<file path="config.mk">
export PLATFORM = sky130hd
export DESIGN_NAME = alu_op_sequencer
export DESIGN_NICKNAME = d
export VERILOG_FILES = /design/src/rtl/alu_op_sequencer.sv
export SDC_FILE = /design/constraint.sdc
export NUM_CORES = 1
export LEC_CHECK = 0
export ABC_AREA = 0
export ABC_CLOCK_PERIOD_IN_PS = 3500
export CORE_ASPECT_RATIO = 0.8
export CORE_MARGIN = 8
export CORE_UTILIZATION = 30
export CTS_BUF_LIST = sky130_fd_sc_hd__clkbuf_8
export CTS_CLUSTER_DIAMETER = 40
export DETAILED_ROUTE_END_ITERATION = 10
export DONT_BUFFER_PORTS = 1
export SLEW_MARGIN = 5
export SYNTH_ARGS = -nofsm -noshare
export SYNTH_HDL_FRONTEND = slang
export SYNTH_SLANG_ARGS = --single-unit
</file>
<file path="constraint.sdc">
create_clock -name clock -period 3.5 [get_ports clock]
set_input_delay 0.525 -clock clock [delete_from_list [all_inputs] [get_ports clock]]
set_output_delay 0.525 -clock clock [all_outputs]
set_load 0.005 [all_outputs]
</file>
<file path="src/rtl/alu_op_sequencer.sv">
// Fetch/execute control sequencer for register-register ALU instructions; every output is registered.
// Optional build macro ALU_SEQ_R0_GUARD_EN: a destination of R0 is rejected through the ERR path.
module alu_op_sequencer #(
  parameter int NREG     = 16,
  parameter int MEM_WAIT = 0
) (
  input  logic            clock,
  input  logic            clear,
  input  logic            start,
  input  logic [31:0]     bus,
  output logic            busy,
  output logic            done,
  output logic            err,
  output logic            PCout,
  output logic            IncPC,
  output logic            MARin,
  output logic            Zin,
  output logic            Zlo_out,
  output logic            Zhi_out,
  output logic            PCin,
  output logic            Read,
  output logic            MDRin,
  output logic            MDRout,
  output logic            IRin,
  output logic            Yin,
  output logic            LOin,
  output logic            HIin,
  output logic [NREG-1:0] rout,
  output logic [NREG-1:0] rin,
  output logic [4:0]      opcode
);

  typedef enum logic [3:0] {
    S_IDLE, S_T0, S_T1, S_T2,
    S_B3, S_B4, S_B5,
    S_U3, S_U4,
    S_M3, S_M4, S_M5, S_M6,
    S_ERR
  } state_t;

  typedef struct packed {
    logic busy, done, err, pcout, incpc, marin, zin, zlo_out, zhi_out;
    logic pcin, read, mdrin, mdrout, irin, yin, loin, hiin;
  } strb_t;

  localparam logic [4:0]      NREG_L = 5'(NREG);
  localparam logic [3:0]      WAIT_L = 4'(MEM_WAIT);
  localparam logic [NREG-1:0] ONE    = NREG'(1);

  state_t          state_q, state_d, exec_state;
  logic [3:0]      wait_q, wait_d;
  logic [16:0]     ir_q, ir_d;
  strb_t           strb_q, strb_d;
  logic [NREG-1:0] rout_q, rout_d, rin_q, rin_d;
  logic [4:0]      opcode_q, opcode_d;
  logic            ra_bad, rb_bad, rc_bad;
  logic            bus_unused;

  // The low instruction bits carry no field this sequencer decodes.
  assign bus_unused = ^bus[14:0];

  // Classify the instruction on the bus while in T2; two-result ops do not name a destination.
  always_comb begin
    ra_bad = ({1'b0, bus[26:23]} >= NREG_L);
    rb_bad = ({1'b0, bus[22:19]} >= NREG_L);
    rc_bad = ({1'b0, bus[18:15]} >= NREG_L);
`ifdef ALU_SEQ_R0_GUARD_EN
    ra_bad = ra_bad | (bus[26:23] == 4'd0);
`endif
    exec_state = S_ERR;
    if (bus[31:27] <= 5'd14) begin
      if (!(ra_bad || rb_bad || rc_bad)) exec_state = S_B3;
    end else if (bus[31:27] <= 5'd16) begin
      if (!(rb_bad || rc_bad)) exec_state = S_M3;
    end else if (bus[31:27] <= 5'd18) begin
      if (!(ra_bad || rb_bad)) exec_state = S_U3;
    end
  end

  always_comb begin
    state_d = state_q;
    wait_d  = wait_q;
    ir_d    = ir_q;
    case (state_q)
      S_IDLE: if (start) state_d = S_T0;
      S_T0: begin
        state_d = S_T1;
        wait_d  = '0;
      end
      S_T1: begin
        if (wait_q == WAIT_L) state_d = S_T2;
        else                  wait_d  = wait_q + 4'd1;
      end
      S_T2: begin
        ir_d    = bus[31:15];
        state_d = exec_state;
      end
      S_B3: state_d = S_B4;
      S_B4: state_d = S_B5;
      S_U3: state_d = S_U4;
      S_M3: state_d = S_M4;
      S_M4: state_d = S_M5;
      S_M5: state_d = S_M6;
      S_B5, S_U4, S_M6, S_ERR: state_d = start ? S_T0 : S_IDLE;
      default: state_d = S_IDLE;
    endcase
  end

  // Outputs are decoded from the state being entered so they appear registered in that state.
  always_comb begin
    strb_d   = '0;
    rout_d   = '0;
    rin_d    = '0;
    opcode_d = '0;
    strb_d.busy = (state_d != S_IDLE);
    case (state_d)
      S_T0: begin
        strb_d.pcout = 1'b1;
        strb_d.incpc = 1'b1;
        strb_d.marin = 1'b1;
        strb_d.zin   = 1'b1;
      end
      S_T1: begin
        strb_d.read  = 1'b1;
        strb_d.mdrin = 1'b1;
        if (state_q == S_T0) begin
          strb_d.zlo_out = 1'b1;
          strb_d.pcin    = 1'b1;
        end
      end
      S_T2: begin
        strb_d.mdrout = 1'b1;
        strb_d.irin   = 1'b1;
      end
      S_B3, S_M3: begin
        rout_d     = ONE << ir_d[7:4];
        strb_d.yin = 1'b1;
        opcode_d   = ir_d[16:12];
      end
      S_U3: begin
        rout_d     = ONE << ir_d[7:4];
        strb_d.zin = 1'b1;
        opcode_d   = ir_d[16:12];
      end
      S_B4, S_M4: begin
        rout_d     = ONE << ir_d[3:0];
        strb_d.zin = 1'b1;
        opcode_d   = ir_d[16:12];
      end
      S_B5, S_U4: begin
        strb_d.zlo_out = 1'b1;
        rin_d          = ONE << ir_d[11:8];
        strb_d.done    = 1'b1;
        opcode_d       = ir_d[16:12];
      end
      S_M5: begin
        strb_d.zlo_out = 1'b1;
        strb_d.loin    = 1'b1;
        opcode_d       = ir_d[16:12];
      end
      S_M6: begin
        strb_d.zhi_out = 1'b1;
        strb_d.hiin    = 1'b1;
        strb_d.done    = 1'b1;
        opcode_d       = ir_d[16:12];
      end
      S_ERR: begin
        strb_d.done = 1'b1;
        strb_d.err  = 1'b1;
      end
      default: ;
    endcase
  end

  always_ff @(posedge clock or posedge clear) begin
    if (clear) begin
      state_q  <= S_IDLE;
      wait_q   <= '0;
      ir_q     <= '0;
      strb_q   <= '0;
      rout_q   <= '0;
      rin_q    <= '0;
      opcode_q <= '0;
    end else begin
      state_q  <= state_d;
      wait_q   <= wait_d;
      ir_q     <= ir_d;
      strb_q   <= strb_d;
      rout_q   <= rout_d;
      rin_q    <= rin_d;
      opcode_q <= opcode_d;
    end
  end

  assign busy    = strb_q.busy;
  assign done    = strb_q.done;
  assign err     = strb_q.err;
  assign PCout   = strb_q.pcout;
  assign IncPC   = strb_q.incpc;
  assign MARin   = strb_q.marin;
  assign Zin     = strb_q.zin;
  assign Zlo_out = strb_q.zlo_out;
  assign Zhi_out = strb_q.zhi_out;
  assign PCin    = strb_q.pcin;
  assign Read    = strb_q.read;
  assign MDRin   = strb_q.mdrin;
  assign MDRout  = strb_q.mdrout;
  assign IRin    = strb_q.irin;
  assign Yin     = strb_q.yin;
  assign LOin    = strb_q.loin;
  assign HIin    = strb_q.hiin;
  assign rout    = rout_q;
  assign rin     = rin_q;
  assign opcode  = opcode_q;

endmodule

</file>
==> results of run 1 <==
synthesized netlist by cell type (3+ instances only):
cell      instances  share of area
a21oi_1          11          0.017
a31oi_1           7          0.014
buf_4             5          0.012
buf_6             3          0.011
clkbuf_1         12          0.014
dfrtp_1          74           0.58
inv_1            10          0.012
mux2i_1           4          0.013
nand2_1          55          0.065
nand2b_1          3         0.0059
nand3_1           3         0.0047
nor2_1           29          0.034
nor2b_1           5         0.0099
nor3_1           24          0.038
nor3b_1           5          0.012
nor4_1            4         0.0079
o21ai_0          12          0.019
o221ai_1          4          0.011
o32a_1            5          0.016
cells in the final DEF (no fill, tap or decap), types with 3 or more instances in the layout:
cell / n
a21oi_1: 11
a31oi_1: 7
buf_4: 5
clkbuf_8: 9
dfrtp_1: 74
inv_1: 9
mux2i_1: 4
nand2_1: 55
nand2b_1: 3
nand3_1: 3
nor2_1: 29
nor2b_1: 5
nor3_1: 23
nor3b_1: 5
nor4_1: 4
o21ai_0: 12
o221ai_1: 4
o32a_1: 5
worst max path at each step:
stage | from | end | slack [ns] | depth (start not counted)
2_1_floorplan | state_q[1]$_DFF_PP0_ | rout[14]$_DFF_PP0_ | 1.06 | 9
3_3_place_gp | state_q[1]$_DFF_PP0_ | rout[11]$_DFF_PP0_ | 0.64 | 6
3_5_place_dp | state_q[1]$_DFF_PP0_ | rout[15]$_DFF_PP0_ | 0.57 | 6
4_1_cts | state_q[1]$_DFF_PP0_ | rout[15]$_DFF_PP0_ | 0.57 | 6
5_1_grt | state_q[1]$_DFF_PP0_ | rout[15]$_DFF_PP0_ | 0.32 | 6
6_report | state_q[1]$_DFF_PP0_ | rout[15]$_DFF_PP0_ | 0.57 | 6
through the flow:
step	utilization	setup slack (ns)	hold slack, ns	power [mW]
5_1_grt	0.339	0.323	0.280	3.51
3_3_place_gp	0.320	0.642	0.452	2.55
4_1_cts	0.339	0.574	0.260	3.28
6_report	0.339	0.572	0.275	3.24
3_5_place_dp	0.320	0.568	0.459	2.59
2_1_floorplan	-	1.06	0.439	2.33
kinds of logic after synthesis:
logic type,share of synthesized area
AO/OA/AOI/OAI,0.112
flip-flops,0.584
XOR/XNOR,0.00553
buffers and inverters,0.0513
multiplexers,0.0126
AND/OR/NAND/NOR,0.226
adder cells (fa/ha/maj),0.00789
registers in the layout, summed over array words and instances (netlist names):
| name | count |
|---|---|
| Yin | 1 |
| Zin | 1 |
| busy | 1 |
| state_q | 4 |
| IRin | 1 |
| ir_q | 17 |
| opcode | 5 |
| wait_q | 4 |
| MDRin | 1 |
| Zlo_out | 1 |
| HIin | 1 |
| rin | 16 |
| err | 1 |
| LOin | 1 |
| PCin | 1 |
| done | 1 |
| rout | 16 |
| IncPC | 1 |
routing by layer:
metal	wire, um	global-route usage	up-vias
met3	932	0.0590	7
met5	0	0	-
met4	100	0.0409	0
met2	3320	0.162	72
met1	3330	0.144	1036
li1	-	-	1049
layout make-up:
type | instances | area [um^2] | share of cell area
clock buffer | 9 | 124 | 0.0355
sequential | 74 | 1850 | 0.531
multi-input combinational | 202 | 1160 | 0.333
clock inverter | 7 | 76.3 | 0.0219
timing repair buffer | 6 | 57.6 | 0.0165
inverter | 11 | 41.3 | 0.0118
tap | 140 | 175 | 0.0503
worst max-delay path, stage by stage, from the launching register on:
cell and delay [ns]:
dfrtp_1 0.58, nor3b_1 0.24, o311a_1 0.38, or4_4 0.60, and2_1 0.21, a211oi_4 0.61
nor3_1 0.16
report_power, final:
group	switching (mW)	internal (mW)	leakage [nW]
combinational	0.865	0.453	0.511
sequential	0.174	1.07	0.985
clock	0.340	0.334	0.0962
total	1.38	1.86	1.59
==> flow_metrics.env, run 1 <==
export IMPL_finClkSkew_ns=0.0151
export IMPL_cts_tree="built"
export IMPL_yosysWarnings=0
export IMPL_postRouteAntennaNets=0
export IMPL_setup_tns_final_ns=0
export IMPL_clock_sinks=74
export IMPL_period_minus_slack_ns=2.93
export IMPL_cts_hold_fix_buffers=0
export IMPL_reg2reg_slack_ns=0.57
export IMPL_die_x_um=131
export IMPL_antenna_found_initial=0
export IMPL_syn_cell_area_um2=3170
export IMPL_required_ns=3.69
export IMPL_crit_path_max_fanout=20
export IMPL_clk_path_buf_depth=2
export IMPL_grt_ovfl_total=0
export IMPL_worstPathArrival_ns=3.12
export IMPL_ys_ff_latch=74
export IMPL_core_um2=10300
export IMPL_clock_fmax_mhz=341
export IMPL_setup_viol=0
export IMPL_gp_congestion=0.772
export IMPL_fill_cells=1020
export IMPL_drt_wl_total_mm=7.69
export IMPL_viasPerCell=4.82
export IMPL_nets=341
export IMPL_relSlewSlack=0.357
export IMPL_slew_violations=0
export IMPL_port_buffers=0
export IMPL_rr_endpoint="rout[15]$_DFF_PP0_"
export IMPL_grt_pass1_wl_mm=12.2
export IMPL_path_clk_slew_ns=0.09
export IMPL_netlist_instances=308
export IMPL_drive_above_1_share=0.110
export IMPL_synth_main_ff_cell="dfrtp_1"
export IMPL_ys_async_sr_fraction=1.00
export IMPL_cts_root_buf="clkbuf_8"
export IMPL_ys_types=44
export IMPL_drt_iter0_drc=99
export IMPL_syn_to_final_growth_pct=9.99
export IMPL_p_per_area_nw_per_um2=929
export IMPL_num_vias=2164
export IMPL_grt_pass1_vias=2171
export IMPL_finalHoldViolCount=0
export IMPL_grt_max_degree=47
export IMPL_r2r_cells=6
export IMPL_die_h_um=108
export IMPL_start_kind="register"
export IMPL_placed_cells=433
export IMPL_timing_rr_start="state_q[1]$_DFF_PP0_"
export IMPL_clk_latency_ns=0.35
export IMPL_cts_made_buffers=9
export IMPL_cts_resized=0
export IMPL_synth_edff_count=0
export IMPL_wl_per_cell_um=17.1
export IMPL_syn_num_nets=345
export IMPL_max_cap_violations=0
export IMPL_end_kind="register"
export IMPL_finalNonFillerCells=449
export IMPL_rsz0062_at_grt="no"
export IMPL_die_area_um2=14100
export IMPL_stdcell_area_um2=3490
export IMPL_cts_htree_levels=3
export IMPL_cts_setup_buffers=0
export IMPL_ios=89
export IMPL_drtPass1Iterations=4
export IMPL_p_leak_nw=1.59
export IMPL_start_util=0.308
export IMPL_worst_ir_drop_vdd_mv=0.280
export IMPL_status="completed"
export IMPL_dp_hpwl_mm=5.53
export IMPL_yosysSeqAreaShare=0.584
export IMPL_fin_crit_sh=0.837
export IMPL_worst_slew_pin_slew_ns=0.962
export IMPL_critPathKind="reg2reg"
export IMPL_post_dp_cell_area_um2=3290
export IMPL_rows=33
export IMPL_hold_path_class="in2async"
export IMPL_avgSynthCellArea_um2=10.3
export IMPL_post_route_drc_count=0
export IMPL_num_antenna_cells=0
export IMPL_grt_total_usage=0.114
No activity file was read; power rests on OpenSTA's default activity.
==> inputs of run 2 (changes only) <==
ABC_CLOCK_PERIOD_IN_PS = 2620   (was 3500)
clock period = 2.62 ns   (was 3.5 ns; I/O delays follow)
==> run 2 against run 1 <==
  * Flip-flop and latch count unchanged
  * Highest routed layer unchanged
  * Total power is 45% higher
  * First-iteration DRC count increased by 34%
  * Cell area grew 4.4%
  * Worst setup slack worse by 0.49 ns
==> flow_metrics.env, run 2 (synthesized netlist as in run 1, its figures left out) <==
export IMPL_critPathKind="reg2reg"
export IMPL_required_ns=2.87
export IMPL_grt_pass1_vias=2278
export IMPL_drt_wl_total_mm=7.93
export IMPL_fin_crit_sh=0.968
export IMPL_power_frac_comb=0.438
export IMPL_worst_ir_drop_vdd_mv=0.361
export IMPL_ios=89
export IMPL_p_leak_nw=1.69
export IMPL_worstPathArrival_ns=2.79
export IMPL_grt_pass1_wl_mm=12.5
export IMPL_cts_made_buffers=9
export IMPL_finalNonFillerCells=462
export IMPL_max_cap_violations=0
export IMPL_start_util=0.308
export IMPL_num_antenna_cells=0
export IMPL_relSlewSlack=0.508
export IMPL_seqCellArea_um2=1850
export IMPL_clock_fmax_mhz=394
export IMPL_hold_path_class="in2async"
export IMPL_p_sw_frac=0.399
export IMPL_path_clk_slew_ns=0.08
export IMPL_hold_ws_ns=0.000915
export IMPL_post_route_drc_count=0
export IMPL_start_kind="register"
export IMPL_cts_tree="built"
export IMPL_wl_met1_mm=3.47
export IMPL_crit_path_max_incr_delay_ns=0.54
export IMPL_status="completed"
export IMPL_top_register="ir_q"
export IMPL_die_h_um=108
export IMPL_p_seq_frac=0.348
export IMPL_r2r_cells=8
export IMPL_num_vias=2269
export IMPL_drt_iter0_drc=133
export IMPL_cts_htree_levels=3
export IMPL_drive_above_1_share=0.149
export IMPL_port_buffers=0
export IMPL_cts_root_buf="clkbuf_8"
export IMPL_p_per_area_nw_per_um2=1290
export IMPL_period_minus_slack_ns=2.54
export IMPL_multi_input_area_um2=1170
export IMPL_nets=354
export IMPL_fill_cells=1041
export IMPL_finClkSkew_ns=0.00938
export IMPL_clock_sinks=74
export IMPL_cts_hold_fix_buffers=0
export IMPL_stdcell_area_um2=3640
export IMPL_viasPerCell=4.91
export IMPL_cp_cell_sequence="nor3b_1 > o311a_1 > or4_4 > buf_4 > nor4b_4 > a211oi_4 > buf_12 > nor3_1"
export IMPL_antenna_found_initial=0
export IMPL_clk_latency_ns=0.35
export IMPL_power_mw=4.70
export IMPL_grt_max_degree=75
export IMPL_worst_slew_pin_slew_ns=0.730
export IMPL_setup_viol=0
export IMPL_p_clk_frac=0.214
export IMPL_largest_register_ffs=17
export IMPL_drtPass1Iterations=4
export IMPL_power_internal_mw=2.82
export IMPL_worst_path_max_delay_cell="or4_4"
export IMPL_placed_cells=444
export IMPL_grt_total_usage=0.118
export IMPL_postRouteAntennaNets=0
export IMPL_wl_per_cell_um=17.2
export IMPL_power_net_switching_mw=1.88
export IMPL_end_kind="register"
export IMPL_post_dp_cell_area_um2=3370
export IMPL_reg2reg_slack_ns=0.08
export IMPL_die_area_um2=14100
export IMPL_die_x_um=131
export IMPL_finalHoldViolCount=0
export IMPL_slew_violations=0
export IMPL_gp_congestion=0.805
export IMPL_layout_commonest_cell="dfrtp_1"
export IMPL_rows=33
export IMPL_top_layer_used="met4"
export IMPL_crit_path_max_fanout=16
export IMPL_dp_hpwl_mm=5.68
export IMPL_clk_path_buf_depth=2
export IMPL_route_met2_wl_mm=3.52
export IMPL_timing_rr_start="state_q[1]$_DFF_PP0_"
export IMPL_core_um2=10300
export IMPL_wl_met3_um=802
export IMPL_final_cell_mix="74 x dfrtp_1, 55 x nand2_1, 29 x nor2_1, 21 x nor3_1, 16 x buf_4"
export IMPL_rr_endpoint="rout[6]$_DFF_PP0_"
export IMPL_syn_to_final_growth_pct=14.8
export IMPL_grt_ovfl_total=0
==> run 2: changes by cell type in the layout (fill, tap and decap cells not counted), sizes merged <==
| cell | change |
|---|---|
| clkinvlp | -2 |
| inv | -1 |
| clkbuf | +2 |
| bufinv | +1 |
| buf | +13 |
==> run 2: how the worst max path moves through the flow <==
| stage | startpoint | to | slack, ns | cells after the start |
|---|---|---|---|---|
| after global routing | state_q[0]$_DFF_PP0_ | rout[9]$_DFF_PP0_ | -0.007 | 8 |
| after CTS | state_q[1]$_DFF_PP0_ | rout[7]$_DFF_PP0_ | 0.07 | 8 |
| after detailed placement | state_q[1]$_DFF_PP0_ | rout[14]$_DFF_PP0_ | -0.04 | 6 |
| final | state_q[1]$_DFF_PP0_ | rout[6]$_DFF_PP0_ | 0.08 | 8 |
| after global placement | state_q[1]$_DFF_PP0_ | rout[7]$_DFF_PP0_ | 0.04 | 6 |
| after floorplan | state_q[1]$_DFF_PP0_ | rout[14]$_DFF_PP0_ | 0.18 | 9 |
==> run 2: power by group through the flow <==
stage / registers [mW] / clock network (mW) / logic, mW
after floorplan: 1.59 / 0 / 1.53
after global placement: 1.66 / 0 / 1.89
after detailed placement: 1.67 / 0 / 1.95
after CTS: 1.65 / 1.04 / 2.03
after global routing: 1.68 / 1.08 / 2.31
final: 1.64 / 1.00 / 2.06
==> run 2: critical path: cells and delay by family (launching register included) <==
family          cells  cell delay (ns)
simple gates        4             1.23
compound gates      2             0.47
flops               1             0.40
buf+inv             2             0.35
==> run 2: layout make-up <==
type / count / share of cell area
well taps: 140 / 0.0481
flip-flops and latches: 74 / 0.509
inverters: 11 / 0.0113
multi-input cells: 202 / 0.322
clock buffers: 11 / 0.0416
repair buffers: 19 / 0.0471
clock inverters: 5 / 0.0213
==> run 2: per-layer routing <==
layer	global-route usage	vias to the layer above
li1	-	1081
met3	0.0585	11
met2	0.165	63
met1	0.147	1114
met5	0	-
met4	0.0638	0
==> run 2: metrics by stage <==
step | TNS [ns] | util | setup WS [ns]
after detailed placement | -0.340 | 0.328 | -0.0362
after global routing | -0.00732 | 0.354 | -0.00732
final | 0 | 0.354 | 0.0845
after floorplan | 0 | - | 0.178
after CTS | 0 | 0.352 | 0.0710
after global placement | 0 | 0.328 | 0.0366
==> run 2: repair_timing <==
item | 4_1_cts | 5_1_grt
setup buffers | 1 | 1
resized for setup | 0 | 3
pin swaps | 1 | 0
endpoints found under the setup margin | 16 | 4
==> inputs of run 3 (changes only) <==
CTS_CLUSTER_SIZE = 20   (was not set)
==> results of run 3 <==
Same layout as run 2: the final DEF is identical, and so are final timing and power.
